**config.mk**
```make
export PLATFORM = sky130hd
export DESIGN_NAME = adbg_cpu_run_ctrl_flat
export DESIGN_NICKNAME = d
export VERILOG_FILES = /design/src/rtl/adbg_cpu_run_ctrl_if.sv /design/src/rtl/adbg_cpu_run_ctrl.sv /design/src/flat_wrapper.sv
export SDC_FILE = /design/constraint.sdc
export NUM_CORES = 1
export LEC_CHECK = 0
export ABC_CLOCK_PERIOD_IN_PS = 7300
export CORE_MARGIN = 2
export CORE_UTILIZATION = 35
export CTS_CLUSTER_DIAMETER = 100
export DETAILED_ROUTE_END_ITERATION = 12
export GPL_TIMING_DRIVEN = 0
export SYNTH_ARGS = -nofsm -noshare
export SYNTH_HDL_FRONTEND = slang
export SYNTH_SLANG_ARGS = --single-unit
```
**constraint.sdc**
```tcl
create_clock -name cpu_clk_i -period 7.3 [get_ports cpu_clk_i]
set_input_delay 1.46 -clock cpu_clk_i [delete_from_list [all_inputs] [get_ports cpu_clk_i]]
set_output_delay 1.46 -clock cpu_clk_i [all_outputs]
set_load 0.01 [all_outputs]
```
**src/rtl/adbg_cpu_run_ctrl_if.sv**
```systemverilog
// adbg_cpu_run_ctrl_if
//   Host command channel of the per-core run/halt/step controller. The host
//   is the master. The controller is the slave.
//   Commands are already synchronised into the CPU clock domain.
//
// Signals
//   cmd_valid_i  master -> slave  command valid
//   cmd_ready_o  slave -> master  command accepted when valid & ready
//   cmd_op_i     master -> slave  0 NOP, 1 STALL, 2 RUN, 3 STEP
//   cmd_mask_i   master -> slave  cores targeted by the command
//   cmd_cnt_i    master -> slave  instructions to step (STEP only)
//
// The signal names keep their _i/_o suffixes. The suffix gives the direction
// as seen from the controller, so the names line up with the original port list.
interface adbg_cpu_run_ctrl_if #(
  parameter int NB_CORES = 4,
  parameter int STEP_W   = 8
);
  logic                cmd_valid_i;
  logic                cmd_ready_o;
  logic [1:0]          cmd_op_i;
  logic [NB_CORES-1:0] cmd_mask_i;
  logic [STEP_W-1:0]   cmd_cnt_i;

  modport master (
    output cmd_valid_i,
    output cmd_op_i,
    output cmd_mask_i,
    output cmd_cnt_i,
    input  cmd_ready_o
  );

  modport slave (
    input  cmd_valid_i,
    input  cmd_op_i,
    input  cmd_mask_i,
    input  cmd_cnt_i,
    output cmd_ready_o
  );
endinterface

```
**src/rtl/adbg_cpu_run_ctrl.sv**
```systemverilog
// adbg_cpu_run_ctrl
//   Per-core run/halt/single-step controller for multi-core debug. The whole
//   block runs in the CPU clock domain. Breakpoints halt cores and record the
//   cause. STEP releases a halted core for a programmed number of retired
//   instructions and then halts it again.
//
// Optional build macro
//   ADBG_XTRIG_EN  enables cross-trigger halt. A breakpoint on a core in
//                  group_mask_i halts the other running or stepping group
//                  members one cycle later, with cause XTRIG. When the macro
//                  is undefined, group_mask_i is ignored.
//
// Ports
//   cpu_clk_i     clock
//   cpu_rstn_i    asynchronous active-low reset
//   cmd           host command channel (adbg_cpu_run_ctrl_if.slave)
//   bp_i          per-core breakpoint hit, level
//   retire_i      per-core "one instruction retired this cycle"
//   group_mask_i  cross-trigger group
//   cpu_stall_o   stall request to cores (combinational with bp_i)
//   halted_o      core is HALTED (registered)
//   cause_o       halt cause, core i at [3i+2:3i]
//                 0 NONE, 1 HOST, 2 BP, 3 STEP, 4 XTRIG
//   halt_evt_o    one-cycle pulse on each entry to HALTED
//
// Per-core FSM
//   state       | meaning
//   ST_RUN      | core free-running, not stalled
//   ST_HALTED   | core stalled, waiting for RUN or STEP
//   ST_STEPPING | core released until the step counter is used up
module adbg_cpu_run_ctrl #(
  parameter int NB_CORES   = 4,
  parameter int STEP_W     = 8,
  parameter int RESET_HALT = 0
) (
  input  logic                  cpu_clk_i,
  input  logic                  cpu_rstn_i,
  adbg_cpu_run_ctrl_if.slave    cmd,
  input  logic [NB_CORES-1:0]   bp_i,
  input  logic [NB_CORES-1:0]   retire_i,
  input  logic [NB_CORES-1:0]   group_mask_i,
  output logic [NB_CORES-1:0]   cpu_stall_o,
  output logic [NB_CORES-1:0]   halted_o,
  output logic [3*NB_CORES-1:0] cause_o,
  output logic [NB_CORES-1:0]   halt_evt_o
);

  typedef enum logic [1:0] {
    ST_RUN      = 2'd0,
    ST_HALTED   = 2'd1,
    ST_STEPPING = 2'd2
  } state_e;

  localparam logic [2:0] CAUSE_NONE  = 3'd0;
  localparam logic [2:0] CAUSE_HOST  = 3'd1;
  localparam logic [2:0] CAUSE_BP    = 3'd2;
  localparam logic [2:0] CAUSE_STEP  = 3'd3;
  localparam logic [2:0] CAUSE_XTRIG = 3'd4;

  localparam logic [1:0] OP_STALL = 2'd1;
  localparam logic [1:0] OP_RUN   = 2'd2;
  localparam logic [1:0] OP_STEP  = 2'd3;

  localparam state_e              RST_STATE  = (RESET_HALT != 0) ? ST_HALTED  : ST_RUN;
  localparam logic [2:0]          RST_CAUSE  = (RESET_HALT != 0) ? CAUSE_HOST : CAUSE_NONE;
  localparam logic [NB_CORES-1:0] RST_HALTED = (RESET_HALT != 0) ? '1 : '0;
  localparam logic [STEP_W-1:0]   CNT_ZERO   = '0;
  localparam logic [STEP_W-1:0]   CNT_ONE    = {{(STEP_W-1){1'b0}}, 1'b1};

  state_e              state_q [NB_CORES];
  state_e              state_d [NB_CORES];
  logic [STEP_W-1:0]   cnt_q   [NB_CORES];
  logic [STEP_W-1:0]   cnt_d   [NB_CORES];
  logic [2:0]          cause_q [NB_CORES];
  logic [2:0]          cause_d [NB_CORES];
  logic [NB_CORES-1:0] halted_q;
  logic [NB_CORES-1:0] evt_q;
  logic [NB_CORES-1:0] xtrig_hit;
  logic                any_step;
  logic                cmd_acc;

  // Commands are held off while any core steps. A step is therefore never
  // disturbed by a host command, and the host sees one completion at a time.
  always_comb begin
    any_step = 1'b0;
    for (int i = 0; i < NB_CORES; i++) begin
      if (state_q[i] == ST_STEPPING) any_step = 1'b1;
    end
  end

  assign cmd.cmd_ready_o = ~any_step;
  assign cmd_acc         = cmd.cmd_valid_i & ~any_step;

`ifdef ADBG_XTRIG_EN
  // This register records which group members must halt on the next cycle.
  // A core that hits its own breakpoint is left out of the mask, so it keeps
  // cause BP.
  logic [NB_CORES-1:0] xtrig_q;

  always_ff @(posedge cpu_clk_i or negedge cpu_rstn_i) begin
    if (!cpu_rstn_i) begin
      xtrig_q <= '0;
    end else if ((bp_i & group_mask_i) != '0) begin
      xtrig_q <= group_mask_i & ~bp_i;
    end else begin
      xtrig_q <= '0;
    end
  end

  assign xtrig_hit = xtrig_q;
`else
  logic unused_group_mask;

  assign unused_group_mask = ^group_mask_i;
  assign xtrig_hit         = '0;
`endif

  // Next-state logic. Priority within a core is:
  // bp_i, then cross-trigger, then host command, then retire.
  always_comb begin
    for (int i = 0; i < NB_CORES; i++) begin
      state_d[i] = state_q[i];
      cnt_d[i]   = cnt_q[i];
      cause_d[i] = cause_q[i];

      case (state_q[i])
        ST_RUN: begin
          if (bp_i[i]) begin
            state_d[i] = ST_HALTED;
            cause_d[i] = CAUSE_BP;
          end else if (xtrig_hit[i]) begin
            state_d[i] = ST_HALTED;
            cause_d[i] = CAUSE_XTRIG;
          end else if (cmd_acc && cmd.cmd_mask_i[i] && cmd.cmd_op_i == OP_STALL) begin
            state_d[i] = ST_HALTED;
            cause_d[i] = CAUSE_HOST;
          end
        end

        ST_HALTED: begin
          if (cmd_acc && cmd.cmd_mask_i[i]) begin
            // A breakpoint that arrives with a release command wins. The core
            // stays halted, but the cause is updated so the host can see why.
            if (cmd.cmd_op_i == OP_RUN) begin
              if (bp_i[i]) begin
                cause_d[i] = CAUSE_BP;
              end else begin
                state_d[i] = ST_RUN;
                cause_d[i] = CAUSE_NONE;
              end
            end else if (cmd.cmd_op_i == OP_STEP && cmd.cmd_cnt_i != CNT_ZERO) begin
              if (bp_i[i]) begin
                cause_d[i] = CAUSE_BP;
              end else begin
                state_d[i] = ST_STEPPING;
                cnt_d[i]   = cmd.cmd_cnt_i;
              end
            end
          end
        end

        ST_STEPPING: begin
          if (bp_i[i]) begin
            state_d[i] = ST_HALTED;
            cause_d[i] = CAUSE_BP;
            cnt_d[i]   = CNT_ZERO;
          end else if (xtrig_hit[i]) begin
            state_d[i] = ST_HALTED;
            cause_d[i] = CAUSE_XTRIG;
            cnt_d[i]   = CNT_ZERO;
          end else if (retire_i[i] && cnt_q[i] != CNT_ZERO) begin
            cnt_d[i] = cnt_q[i] - CNT_ONE;
            if (cnt_q[i] == CNT_ONE) begin
              state_d[i] = ST_HALTED;
              cause_d[i] = CAUSE_STEP;
            end
          end
        end

        default: begin
          state_d[i] = RST_STATE;
          cnt_d[i]   = CNT_ZERO;
          cause_d[i] = RST_CAUSE;
        end
      endcase
    end
  end

  always_ff @(posedge cpu_clk_i or negedge cpu_rstn_i) begin
    if (!cpu_rstn_i) begin
      for (int i = 0; i < NB_CORES; i++) begin
        state_q[i] <= RST_STATE;
        cnt_q[i]   <= CNT_ZERO;
        cause_q[i] <= RST_CAUSE;
      end
      halted_q <= RST_HALTED;
      evt_q    <= '0;
    end else begin
      for (int i = 0; i < NB_CORES; i++) begin
        state_q[i]  <= state_d[i];
        cnt_q[i]    <= cnt_d[i];
        cause_q[i]  <= cause_d[i];
        halted_q[i] <= (state_d[i] == ST_HALTED);
        evt_q[i]    <= (state_d[i] == ST_HALTED) && (state_q[i] != ST_HALTED);
      end
    end
  end

  // The stall is combinational on bp_i. The core then freezes in the same
  // cycle as the breakpoint, before halted_o goes high.
  assign cpu_stall_o = bp_i | halted_q;
  assign halted_o    = halted_q;
  assign halt_evt_o  = evt_q;

  always_comb begin
    cause_o = '0;
    for (int i = 0; i < NB_CORES; i++) begin
      cause_o[3*i +: 3] = cause_q[i];
    end
  end

endmodule

```
**src/flat_wrapper.sv**
```systemverilog
// flat-port wrapper written by rule: the top's interface ports become plain ports
module adbg_cpu_run_ctrl_flat 
#(
  parameter int NB_CORES   = 4,
  parameter int STEP_W     = 8,
  parameter int RESET_HALT = 0
)
  (cpu_clk_i, cpu_rstn_i, bp_i, retire_i, group_mask_i, cpu_stall_o, halted_o, cause_o, halt_evt_o, cmd_cmd_valid_i, cmd_cmd_op_i, cmd_cmd_mask_i, cmd_cmd_cnt_i, cmd_cmd_ready_o);
  adbg_cpu_run_ctrl_if #(.NB_CORES(NB_CORES), .STEP_W(STEP_W)) cmd_i ();
  input  logic cpu_clk_i;
  input  logic cpu_rstn_i;
  input  logic [NB_CORES-1:0] bp_i;
  input  logic [NB_CORES-1:0] retire_i;
  input  logic [NB_CORES-1:0] group_mask_i;
  output logic [NB_CORES-1:0] cpu_stall_o;
  output logic [NB_CORES-1:0] halted_o;
  output logic [3*NB_CORES-1:0] cause_o;
  output logic [NB_CORES-1:0] halt_evt_o;
  input wire logic [$bits(cmd_i.cmd_valid_i)-1:0] cmd_cmd_valid_i;
  input wire logic [$bits(cmd_i.cmd_op_i)-1:0] cmd_cmd_op_i;
  input wire logic [$bits(cmd_i.cmd_mask_i)-1:0] cmd_cmd_mask_i;
  input wire logic [$bits(cmd_i.cmd_cnt_i)-1:0] cmd_cmd_cnt_i;
  output wire logic [$bits(cmd_i.cmd_ready_o)-1:0] cmd_cmd_ready_o;
  assign cmd_i.cmd_valid_i = cmd_cmd_valid_i;
  assign cmd_i.cmd_op_i = cmd_cmd_op_i;
  assign cmd_i.cmd_mask_i = cmd_cmd_mask_i;
  assign cmd_i.cmd_cnt_i = cmd_cmd_cnt_i;
  assign cmd_cmd_ready_o = cmd_i.cmd_ready_o;
  adbg_cpu_run_ctrl #(.NB_CORES(NB_CORES), .STEP_W(STEP_W), .RESET_HALT(RESET_HALT)) u_core (.cpu_clk_i(cpu_clk_i), .cpu_rstn_i(cpu_rstn_i), .cmd(cmd_i), .bp_i(bp_i), .retire_i(retire_i), .group_mask_i(group_mask_i), .cpu_stall_o(cpu_stall_o), .halted_o(halted_o), .cause_o(cause_o), .halt_evt_o(halt_evt_o));
endmodule
```
==> metrics.txt <==
Initial Util 0.356; grt met1 use 0.257; Worst EP arrival 3.08 ns; Post-Synth XOR/XNOR Area 0.0124; H-tree depth 2; switch share 0.452; Min-Delay Path Class reg -> reg; NumNets Final 604; drt first-iter violations 285; Worst Tran Pin Value 0.677 ns; Post-CTS Setup Bufs 0; CTS resizes 0; area share of fa/ha/maj cells after synthesis 0.0826; mux share of post-synthesis cell area 0.0389; Max-slew headroom 0.544; grt met3 use 0.0185; cts bufs inserted 5; hold-critical path depth 1; Distinct cells, synth 77; DRC Markers 0; gpl congestion 0.892; static leakage 2.09 nW; CTS Hold Buffers Added 0; clk slew on worst S/H paths 0.07 ns; # setup viols final 0; initial antenna violation count 0; Tcrit/Tclk final 0.621; Hold Fails Final Rpt 0; Async S/R FF share, synth 1.00; Root Buffer clkbuf_16; Flop pwr share 0.290; drt wl/cell 17.5 um; DIE AREA 13000 um^2; worst-path cell chain clkdlybuf4s50_1 > clkbuf_1 > or2_2 > clkdlybuf4s50_1; gr usage total 0.190; Crit Path Category in -> out; EDFF count, synth 0; fin crit period 4.54 ns; Post-Syn Instances 492; RSZ-0062 raised after global routing no; worst r2r path cells 9; Post-Route Utilization 0.423; routing usage on met2 0.325; cell mode on critical path clkdlybuf4s50_1; status complete, no violations; Crit. End Element output pin; clock group share of total power 0.125; pin count of the biggest net entering global routing 31; critical path's slowest cell clkdlybuf4s50_1; Final Slew Violations 0; DR vias 4022; clock sink count 56; n_diodes 0; Highest Clock Rate 0.220 GHz; yosys warns 0; Synth Area in Compound Gates 0.257; simple-gate area share of the yosys netlist 0.212; Worst VDD drop 169 uV; die width 114 um; Critical Path RT 5.84 ns; Antenna Violating Nets Remaining 0; worst-path fanout max 10; Switch Pwr 0.000900 W; core area 11900 um^2; vias per cell 5.79; CP Launch Type primary input; gr ovfl total 0; post-synth top area share 0.330; Yosys top cell by area dfrtp_1; max-cap viol count 0; IO Port Bufs 44; prevailing post-synth register cell dfrtp_1; Die Y-Extent 114 um; Routed WL 12200 um; CTS tree built; first-pass GRT wire length 19900 um; synthesized area per cell 8.62 um^2; Placement Rows 40; Clock Tree Buf Depth 2; clk_lat worst skew 0.30 ns; Fin Clk Skew 0.00817 ns; post-synthesis sequential area ratio 0.330; power density cells 395 nW/um^2; Final TNS setup 0 ns; number of global-route vias before repair 3920; ranking of synthesized cells by area dfrtp_1 (33%), ha_1 (8.3%), o21ai_0 (4.1%), nand2_1 (4.0%), inv_1 (3.7%); layout cells sized above 1 0.102; post-DP HPWL 9030 um; io pins 54; Layout area overhead 18.8%; Yosys reg bits 56; grt peak-use layer met2; combinational fraction of design power 0.584; DRT Pass-1 Iters 5; largest family of logic cells by synthesized area compound AO/OA/AOI/OAI gates; Largest stage delay, worst path 0.53 ns; cell internal pwr 0.00109 W; synthesized area 4240 um^2
==> power by group through the flow <==
stage                     clock (W)  combinational [W]  sequential [W]
after floorplan                   0           0.000815        0.000567
after global placement            0            0.00113        0.000577
after detailed placement          0            0.00115        0.000583
after CTS                  0.000258            0.00116        0.000577
after global routing       0.000270            0.00130        0.000598
final                      0.000250            0.00116        0.000578
==> metal layers <==
layer  routed length [um]  vias to the layer above
li1                     -                     1920
met1                 5410                     1944
met2                 5950                      135
met3                  548                       23
met4                  279                        0
met5                    0                        -
==> registers in the layout, indices dropped and copies added (netlist names) <==
| name | count |
|---|---|
| u_core.cnt_q | 32 |
| u_core.cause_o | 8 |
| u_core.state_q | 8 |
| u_core.halt_evt_o | 4 |
| u_core.halted_o | 4 |
==> area by class of cell <==
cell class / instances / area, um^2
Sequential cell: 56 / 1400
Multi-Input combinational cell: 373 / 2570
Fill cell: 1211 / 6870
Tap cell: 147 / 184
Inverter: 44 / 166
Timing Repair Buffer: 45 / 455
Clock buffer: 8 / 146
Buffer: 22 / 113
==> through the flow <==
step	setup WS, ns	total power, W	cell area (um^2)	instances	hold slack, ns
finish	2.76	0.00199	5040	695	0.500
global route	2.70	0.00217	5040	695	0.530
CTS	2.76	0.00200	5040	695	0.510
detailed placement	2.76	0.00173	4890	687	0.482
global placement	2.79	0.00171	4880	686	0.480
floorplan	3.88	0.00138	4250	495	0.466
==> cell usage after synthesis (all sizes together), types with 5 or more instances <==
library cell,instances
o41ai,5
nor2b,8
a31oi,6
or2,9
dfrtp,56
a211oi,9
nor4,7
ha,28
buf,8
o21ai,40
a21oi,26
clkbuf,14
or4,5
nor2,31
nand3,13
mux2,12
a32oi,8
nand2,45
nand4,5
nor3,17
nand2b,5
o31ai,12
inv,42
xnor2,5
==> worst paths after layout <==
| kind | start | to | slack [ns] |
|---|---|---|---|
| min in group asynchronous | cpu_rstn_i | u_core.cnt_q[13]$_DFFE_PN0P_ | 1.18 |
| hold / removal | u_core.cause_o[9]$_DFFE_PN0P_ | u_core.cause_o[9]$_DFFE_PN0P_ | 0.50 |
| hold reg to reg | u_core.cause_o[9]$_DFFE_PN0P_ | u_core.cause_o[9]$_DFFE_PN0P_ | 0.50 |
| setup reg to reg | u_core.state_q[6]$_DFF_PN0_ | u_core.cause_o[3]$_DFFE_PN0P_ | 4.39 |
| max in group asynchronous | cpu_rstn_i | u_core.cause_o[0]$_DFFE_PN0P_ | 5.53 |
| setup / recovery | bp_i[0] | cpu_stall_o[0] | 2.76 |
==> critical path, delay by kind of cell <==
family / cells / cell delay (ns)
AND/OR/NAND/NOR: 1 / 0.19
buffers and inverters: 3 / 1.42
==> cells in the final DEF (no fill, tap or decap), types with 6 or more instances in the layout <==
| cell | n |
|---|---|
| a31oi_1 | 6 |
| ha_1 | 28 |
| buf_4 | 6 |
| nor4_1 | 6 |
| nand3_1 | 13 |
| o21ai_0 | 35 |
| clkbuf_1 | 16 |
| nor2_1 | 31 |
| a211oi_1 | 8 |
| o31ai_1 | 7 |
| dfrtp_1 | 56 |
| inv_1 | 42 |
| clkdlybuf4s50_1 | 43 |
| a32oi_1 | 8 |
| nor2b_1 | 8 |
| nor3_1 | 16 |
| mux2_2 | 11 |
| nand2_1 | 45 |
| a21oi_1 | 26 |
| or2_2 | 8 |
==> kinds of logic (layout without fill, tap and decap cells) <==
family	after synthesis	in the layout
buffers and inverters	66	119
other	1	4
xor gates and xnor gates	6	6
AOI/OAI and AO/OA	151	151
muxes	15	15
and+or+nand+nor	169	169
DFF	56	56
adders and majority gates	28	28
(Power assumes the default switching activity.)
